**src/rtl/coremacfilter_fcsstrip_pkg.sv**
```systemverilog
// Shared definitions for the FCS-stripping receive filter.
package coremacfilter_fcsstrip_pkg;

   localparam int unsigned FCS_LEN    = 4;
   localparam int unsigned LEN_W      = 11;
   localparam int unsigned MINLEN_DEF = 64;
   localparam int unsigned MAXLEN_DEF = 1518;

   localparam logic [LEN_W-1:0] LEN_SAT = '1;

   typedef enum logic [1:0] {
      ST_IDLE  = 2'd0,
      ST_FILL  = 2'd1,
      ST_PASS  = 2'd2,
      ST_CHECK = 2'd3
   } state_t;

   typedef struct packed {
      logic       sof;
      logic [7:0] dat;
   } dly_ent_t;

endpackage

```
**src/rtl/coremacfilter_fcsstrip_fcsdly.sv**
```systemverilog
// FCS_LEN-deep byte delay line; the tail entry is the byte leaving the line on the next shift.
module coremacfilter_fcsdly
   import coremacfilter_fcsstrip_pkg::*;
(
   input  logic       cclk,
   input  logic       crstn,
   input  logic       shift,
   input  logic [7:0] dat,
   input  logic       sof,
   output logic [7:0] tail_dat,
   output logic       tail_sof
);

   dly_ent_t line [FCS_LEN];

   always_ff @(posedge cclk) begin
      if (!crstn) begin
         for (int i = 0; i < int'(FCS_LEN); i++) line[i] <= '0;
      end else if (shift) begin
         line[0] <= '{sof: sof, dat: dat};
         for (int i = 1; i < int'(FCS_LEN); i++) line[i] <= line[i-1];
      end
   end

   assign tail_dat = line[FCS_LEN-1].dat;
   assign tail_sof = line[FCS_LEN-1].sof;

endmodule

```
**src/rtl/coremacfilter_fcsstrip.sv**
```systemverilog
// Receive filter: strips the trailing FCS, drives an external CRC engine and reports
// per-frame status (CRC error, runt, long, abort, length).
module coremacfilter_fcsstrip
   import coremacfilter_fcsstrip_pkg::*;
#(
   parameter int unsigned TP     = 1,
   parameter int unsigned MINLEN = MINLEN_DEF,
   parameter int unsigned MAXLEN = MAXLEN_DEF
) (
   input  logic             cclk,
   input  logic             crstn,
   input  logic             xcen,
   input  logic [7:0]       rdat,
   input  logic             rval,
   input  logic             rsof,
   input  logic             reof,
   output logic [7:0]       cdat,
   output logic             cval,
   output logic             cini,
   output logic             chld,
   input  logic             cerr,
   output logic [7:0]       odat,
   output logic             oval,
   output logic             osof,
   output logic             oeof,
   output logic             sval,
   output logic             scrc,
   output logic             srnt,
   output logic             slng,
   output logic             sabt,
   output logic [LEN_W-1:0] slen
);

   // TP only shaped register delays in legacy simulation flows; registers here are zero-delay.
   if (TP > 0) begin : g_tp
   end

   state_t           state, state_nxt;
   logic [LEN_W-1:0] len, pend_len, stat_len;
   logic             pend, push, restart, abort, emit, stat_fire;
   logic [7:0]       tail_dat;
   logic             tail_sof;

   always_ff @(posedge cclk) begin
      if (!crstn)    state <= ST_IDLE;
      else if (xcen) state <= state_nxt;
   end

   // Next state, CRC engine controls and per-byte datapath strobes.
   always_comb begin
      state_nxt = state;
      cini      = 1'b0;
      cval      = 1'b0;
      push      = 1'b0;
      restart   = 1'b0;
      abort     = 1'b0;
      emit      = 1'b0;
      case (state)
         ST_IDLE: begin
            cini = !(rval & rsof);
            cval = rval & rsof;
            if (rval & rsof) begin
               push      = 1'b1;
               restart   = 1'b1;
               state_nxt = reof ? ST_CHECK : ST_FILL;
            end
         end
         ST_FILL, ST_PASS: begin
            cval = rval;
            if (rval) begin
               push = 1'b1;
               if (rsof) begin
                  abort     = 1'b1;
                  restart   = 1'b1;
                  cini      = 1'b1;
                  state_nxt = ST_FILL;
               end else begin
                  emit = (state == ST_PASS);
                  if (reof)
                     state_nxt = ST_CHECK;
                  else if (state == ST_FILL && len == LEN_W'(FCS_LEN - 1))
                     state_nxt = ST_PASS;
               end
            end
         end
         ST_CHECK: state_nxt = ST_IDLE;
         default:  state_nxt = ST_IDLE;
      endcase
   end

   assign cdat = rdat;
   assign chld = !cval & !cini;

   coremacfilter_fcsdly u_dly (
      .cclk     (cclk),
      .crstn    (crstn),
      .shift    (push & xcen),
      .dat      (rdat),
      .sof      (restart),
      .tail_dat (tail_dat),
      .tail_sof (tail_sof)
   );

   // An aborted frame reports one edge after the abort, using the length captured then.
   assign stat_fire = (state == ST_CHECK) | pend;
   assign stat_len  = pend ? pend_len : len;

   always_ff @(posedge cclk) begin
      if (!crstn) begin
         len      <= '0;
         pend     <= 1'b0;
         pend_len <= '0;
         odat     <= '0;
         oval     <= 1'b0;
         osof     <= 1'b0;
         oeof     <= 1'b0;
         sval     <= 1'b0;
         scrc     <= 1'b0;
         srnt     <= 1'b0;
         slng     <= 1'b0;
         sabt     <= 1'b0;
         slen     <= '0;
      end else if (xcen) begin
         oval <= emit;
         osof <= emit & tail_sof;
         oeof <= emit & reof;
         if (emit) odat <= tail_dat;

         if (restart)                    len <= LEN_W'(1);
         else if (push && len != LEN_SAT) len <= len + LEN_W'(1);

         pend <= abort;
         if (abort) pend_len <= len;

         sval <= stat_fire;
         if (stat_fire) begin
            scrc <= (state == ST_CHECK) & cerr;
            sabt <= pend;
            slen <= stat_len;
            srnt <= 32'(stat_len) < MINLEN;
            slng <= 32'(stat_len) > MAXLEN;
         end
      end
   end

endmodule

```
**config.mk**
```make
export PLATFORM = sky130hd
export DESIGN_NAME = coremacfilter_fcsstrip
export DESIGN_NICKNAME = d
export VERILOG_FILES = /design/src/rtl/coremacfilter_fcsstrip_pkg.sv /design/src/rtl/coremacfilter_fcsstrip_fcsdly.sv /design/src/rtl/coremacfilter_fcsstrip.sv
export SDC_FILE = /design/constraint.sdc
export NUM_CORES = 1
export LEC_CHECK = 0
export ABC_AREA = 1
export CAP_MARGIN = 20
export CORE_MARGIN = 5
export CORE_UTILIZATION = 40
export CTS_BUF_LIST = sky130_fd_sc_hd__clkbuf_8
export DETAILED_ROUTE_END_ITERATION = 8
export GPL_TIMING_DRIVEN = 0
export MAX_ROUTING_LAYER = met4
export PLACE_DENSITY_LB_ADDON = 0.08
export SKIP_CTS_REPAIR_TIMING = 1
export SLEW_MARGIN = 20
export SYNTH_ARGS = -nofsm -noshare
export SYNTH_HDL_FRONTEND = slang
export SYNTH_SLANG_ARGS = --single-unit
```
**constraint.sdc**
```tcl
create_clock -name cclk -period 2.7 [get_ports cclk]
set_clock_uncertainty 0.15 [all_clocks]
set_input_delay 0.405 -clock cclk [delete_from_list [all_inputs] [get_ports cclk]]
set_output_delay 0.405 -clock cclk [all_outputs]
set_load 0.01 [all_outputs]
```
# [Word-level counts from Yosys, hierarchy flattened]
# Memory sizes are Yosys's and may differ from the RTL's.
# Cells that the tools add are included.
[op_classes] n_addsub=1 n_lt_le_gt_ge=2 n_eq_ne=8 muxes=30 n_bitwise=11 reduce_logical=13
[ops] op="2-to-1 mux 9 bit" n=4
[ops] op="2-to-1 mux 11 bit" n=3
[ops] op="2-to-1 mux 1 bit" n=12
[ops] op="2-to-1 mux 2 bit" n=6
[ops] op="adder 11 x 1 -> 11 bit (second input constant)" n=1
[ops] op="== test 11 x 2 -> 1 bit (second input constant)" n=1
[ops] op="> comparator 11 bit (second input constant)" n=1
[ops] op="< comparator 11 x 7 -> 1 bit (second input constant)" n=1
[ops] op="!= test 11 bit (second input constant)" n=1
[ops] op="case mux 1 bit (2 select lines)" n=4
[ops] op="AND reduction 2 bit" n=4
[ops] op="bitwise AND 1 bit" n=6
[ops] op="case mux 2 bit (3 select lines)" n=1
[ops] op="OR 1 bit" n=5
[ops] op="== test 2 bit (second input constant)" n=2
[ops] op="!= test 2 bit (second input constant)" n=2
[ops] op="!= test 4 bit (second input constant)" n=1
[ops] op="AND reduction 4 bit" n=1
[ops] op="zero test 1 bit" n=3
[ops] op="== test 2 x 1 -> 1 bit (second input constant)" n=1
[ops] op="logical AND 1 bit" n=2
[ops] op="zero test 2 bit" n=1
[ops] op="nonzero test 2 bit" n=1
[ops] op="OR reduction 2 bit" n=1
[totals] register_bits=52 ram_bits=36 input_bits=15 output_inout_bits=38 word_cells=80 n_memories=1
[memory_table] memory="u_dly.line" depth=4 width=9 rd=4 rd_ports_with_merged_regs=0 wr=4 line_no="coremacfilter_fcsstrip_fcsdly.sv:14" text="dly_ent_t line [FCS_LEN];"

# [Logic depth before layout (Yosys ltp)]
[logic_depth] word_depth=8 depth_mapped=10 mapped_depth_nobuf=10

# [Cells and area by module]
# Synthesis repeated with hierarchy kept, for this count alone.
[unflattened] hier_cells=467 area_unflattened_um2=3951.3
[by_module_without_submodules] mod="coremacfilter_fcsstrip" n_inst=1 cells_each=353 area_each_um2=2542.4 seq_area_each_um2=1041.0
[by_module_without_submodules] mod="coremacfilter_fcsdly" n_inst=1 cells_each=114 area_each_um2=1408.9 seq_area_each_um2=1081.0

# [Worst setup path after synthesis]
# OpenSTA, ideal clock, no wires.
[synth_timing] path_kind="flip-flop to flip-flop" from="register state[0]" to="memory u_dly.line[0][0] (netlist bit) (enable)" setup_time_ps=394 arrival_time_ps=1925 t_required_ps=2156 setup_slack_ps=231 stages_incl_launch_ff=7 n_path_buf=0 synth_period_minus_slack_ps=2469 cell_sequence="dfxtp_1 -> ha_1 -> nor2_8 -> inv_2 -> o21ai_4 -> nand2_1 -> nand2_1"
[synth_rtl] item="start, declared" line_no="coremacfilter_fcsstrip.sv:38" text="state_t state, state_nxt;"
[synth_rtl] item="start signal, assigned" line_no="coremacfilter_fcsstrip.sv:46" text="else if (xcen) state <= state_nxt;"
[synth_rtl] item="end, declared" line_no="coremacfilter_fcsstrip_fcsdly.sv:14"

# [Worst setup path in the final report]
[layout_timing] from="register state[0]" to="output cini"
[layout_between] elab_chain_len=3
[layout_lines] item="== test 2 bit or == test 2 x 1 -> 1 bit (tied branches)" line_no="coremacfilter_fcsstrip.sv:58" text="case (state)"
[layout_lines] item="OR reduction 2 bit" line_no="coremacfilter_fcsstrip.sv:58"
[layout_lines] item="case mux 1 bit (2 select lines) (*)" line_no="coremacfilter_fcsstrip.sv:58"
[layout_lines] item="end, declared" line_no="coremacfilter_fcsstrip.sv:19" text="output logic cini,"
# Every way passes the cells marked *; elsewhere a longest branch is shown, timed or not.

==> flow_summary.json <==
{
  "hpwl_um": 5760,
  "max_freq_mhz": 388,
  "synth-edff-count": 36,
  "p_leak_nw": 2.01,
  "critPathKind": "reg2out",
  "ios": 53,
  "synth.avg_cell_area_um2": 8.55,
  "drive_above_1_share_pct": 15.6,
  "critPathCaptureType": "output pin",
  "gp_congestion": 0.849,
  "synth-xor-area-share_pct": 0.220,
  "num_antenna_cells": 0,
  "drv_slew": 0,
  "min_period_over_period_pct": 95.5,
  "clockRootBuffer": "clkbuf_8",
  "cts_buffer_depth": 2,
  "die-area_um2": 12100,
  "synth.distinct_cells": 34,
  "clkSinkCount": 88,
  "setup_viol": 0,
  "vias_per_cell": 4.53,
  "h-tree-depth": 3,
  "drc": 0,
  "yosysWarnings": 0,
  "cap_violations": 0,
  "synthTopCellsByArea": "edfxtp_1 27%, dfxtp_1 26%, nand2_1 6.8%, inv_1 6.0%, nor2_1 5.9%",
  "hold_path_class": "in2reg",
  "synthAdderAreaFrac_pct": 1.88,
  "setup.worst_path.start_class": "register",
  "synth_top_area_share_pct": 27.1,
  "netlist_area_um2": 3990,
  "ys.flop_type": "dfxtp_1",
  "core_area_um2": 9730,
  "synth_top_cell_by_area": "edfxtp_1",
  "clk_pin_slew_worst_paths_ps": 90,
  "powerDensity_nw_per_um2": 558,
  "ys_async_sr_fraction_pct": 0,
  "synth_compound_area_share_pct": 10.8,
  "die_height_um": 110,
  "status": "complete, no violations",
  "yosys.area_share.simple_pct": 23.8,
  "path_max_fanout": 4,
  "final_cell_area_um2": 4900,
  "critPathRequiredTime_ps": 2140,
  "finalNetCount": 549,
  "port_buffers": 51,
  "post-route-min-period_ps": 2580,
  "cts-buffers-inserted": 9,
  "synth_nets": 487,
  "max-slew-margin-rel_pct": 44.6,
  "grt_pass1_vias": 2801,
  "ir_worst_vdd_mv": 0.292,
  "row_count": 36,
  "avgRoutedWirePerCell_um": 12.3,
  "drtAntennaViolNets": 0,
  "tns_ps": 0,
  "synth_top_family_by_area": "simple AND/OR/NAND/NOR gates",
  "track_usage_pct": 14.8,
  "antenna_found_initial": 0,
  "dr.pass1.iters": 4,
  "total_power_mw": 2.73,
  "grt_start_max_net_pins": 37,
  "cts_tree": "yes",
  "ys_ff_latch": 88,
  "start_util_pct": 41.0,
  "area_delta_synth_final_pct": 22.8,
  "grt_overflow": 0,
  "worst_pin_slew_ps": 827,
  "synthMuxAreaShare_pct": 0,
  "ys_seq_area_share_pct": 53.2,
  "critPathArrivalTime_ps": 2020,
  "grt_pass1_wl_um": 13500,
  "fp.dieW_um": 110,
  "drt_first_iter_violations": 98,
  "placed_cell_area_um2": 4670,
  "netlist_instances": 466,
  "num_vias": 3018,
  "clock_latency_ps": 360,
  "hold_viol": 0,
  "drt-total-wl_um": 8170,
  "rsz0062_at_grt": "false"
}
==> per-layer routing <==
metal / wire, um / global-route usage [%]
met3: 396 / 2.17
met4: 116 / 6.59
met1: 4370 / 21.8
met2: 3290 / 20.0
met5: 0 / -
==> registers in the layout (all words and copies together), names as in the netlist <==
name	cells
srnt	1
odat	8
sabt	1
len	11
state	2
oval	1
u_dly.line	36
slen	11
slng	1
pend_len	11
sval	1
scrc	1
pend	1
oeof	1
osof	1
==> area by class of cell <==
type / instances / area, um^2
plain buffers: 23 / 153
clock buffers: 9 / 124
clock inverters: 7 / 77.6
fillers: 966 / 4830
inverters: 67 / 251
multi-input cells: 288 / 1480
flip-flops and latches: 88 / 2120
well taps: 133 / 166
repair buffers: 51 / 520
==> final timing paths <==
check	from	to	slack (ps)	depth (start not counted)
min	xcen	scrc	260	3
max	state[0]	cini	120	5
min reg2reg	slng	slng	320	2
max reg2reg	state[0]	u_dly.line[0][4]	330	6
==> through the flow <==
stage,util (%),hold WS [ps],setup slack [ps],std cells
finish,50.3,262,120,666
global route,50.3,297,29.9,666
CTS,50.0,249,-130,666
detailed placement,48.0,306,-260,650
global placement,47.9,303,-698,650
floorplan,-,297,231,466
==> logic make-up (layout without fill, tap and decap cells) <==
family / Yosys count / count (layout)
AO/OA/AOI/OAI: 79 / 79
adder cells (fa/ha/maj): 6 / 6
AND/OR/NAND/NOR: 202 / 202
flip-flops: 88 / 88
buffers and inverters: 90 / 157
XOR/XNOR: 1 / 1
==> cell usage in the layout, fill, tap and decap left out, types with 8 or more instances in the layout <==
| cell type | instances |
|---|---|
| nor2_2 | 31 |
| a21oi_1 | 31 |
| buf_4 | 8 |
| o21ai_0 | 32 |
| clkdlybuf4s50_1 | 47 |
| edfxtp_1 | 36 |
| inv_1 | 64 |
| nor2_1 | 63 |
| nand3_1 | 19 |
| clkbuf_8 | 9 |
| dfxtp_1 | 50 |
| nand2_1 | 71 |
==> power by group <==
| part | total [mW] | internal (mW) | switching [mW] |
|---|---|---|---|
| combinational | 0.310 | 0.121 | 0.189 |
| clock | 0.939 | 0.439 | 0.500 |
| sequential | 1.48 | 1.45 | 0.0290 |
==> synth_stat cells (all sizes together), types with 4 or more instances <==
library cell and number:
a211oi 6, a21oi 32, buf 17, clkbuf 6
dfxtp 52, edfxtp 36, ha 6, inv 66
nand2 76, nand3 21, nand4 4, nor2 96
o21ai 38
==> worst max-delay path: stages, from the launching register on <==
cell and delay [ps]:
dfxtp_2 380, inv_1 80, ha_1 350, nor2_1 70, a21oi_2 200, clkdlybuf4s50_1 580
Note: power is estimated with default switching activity, not from simulation.
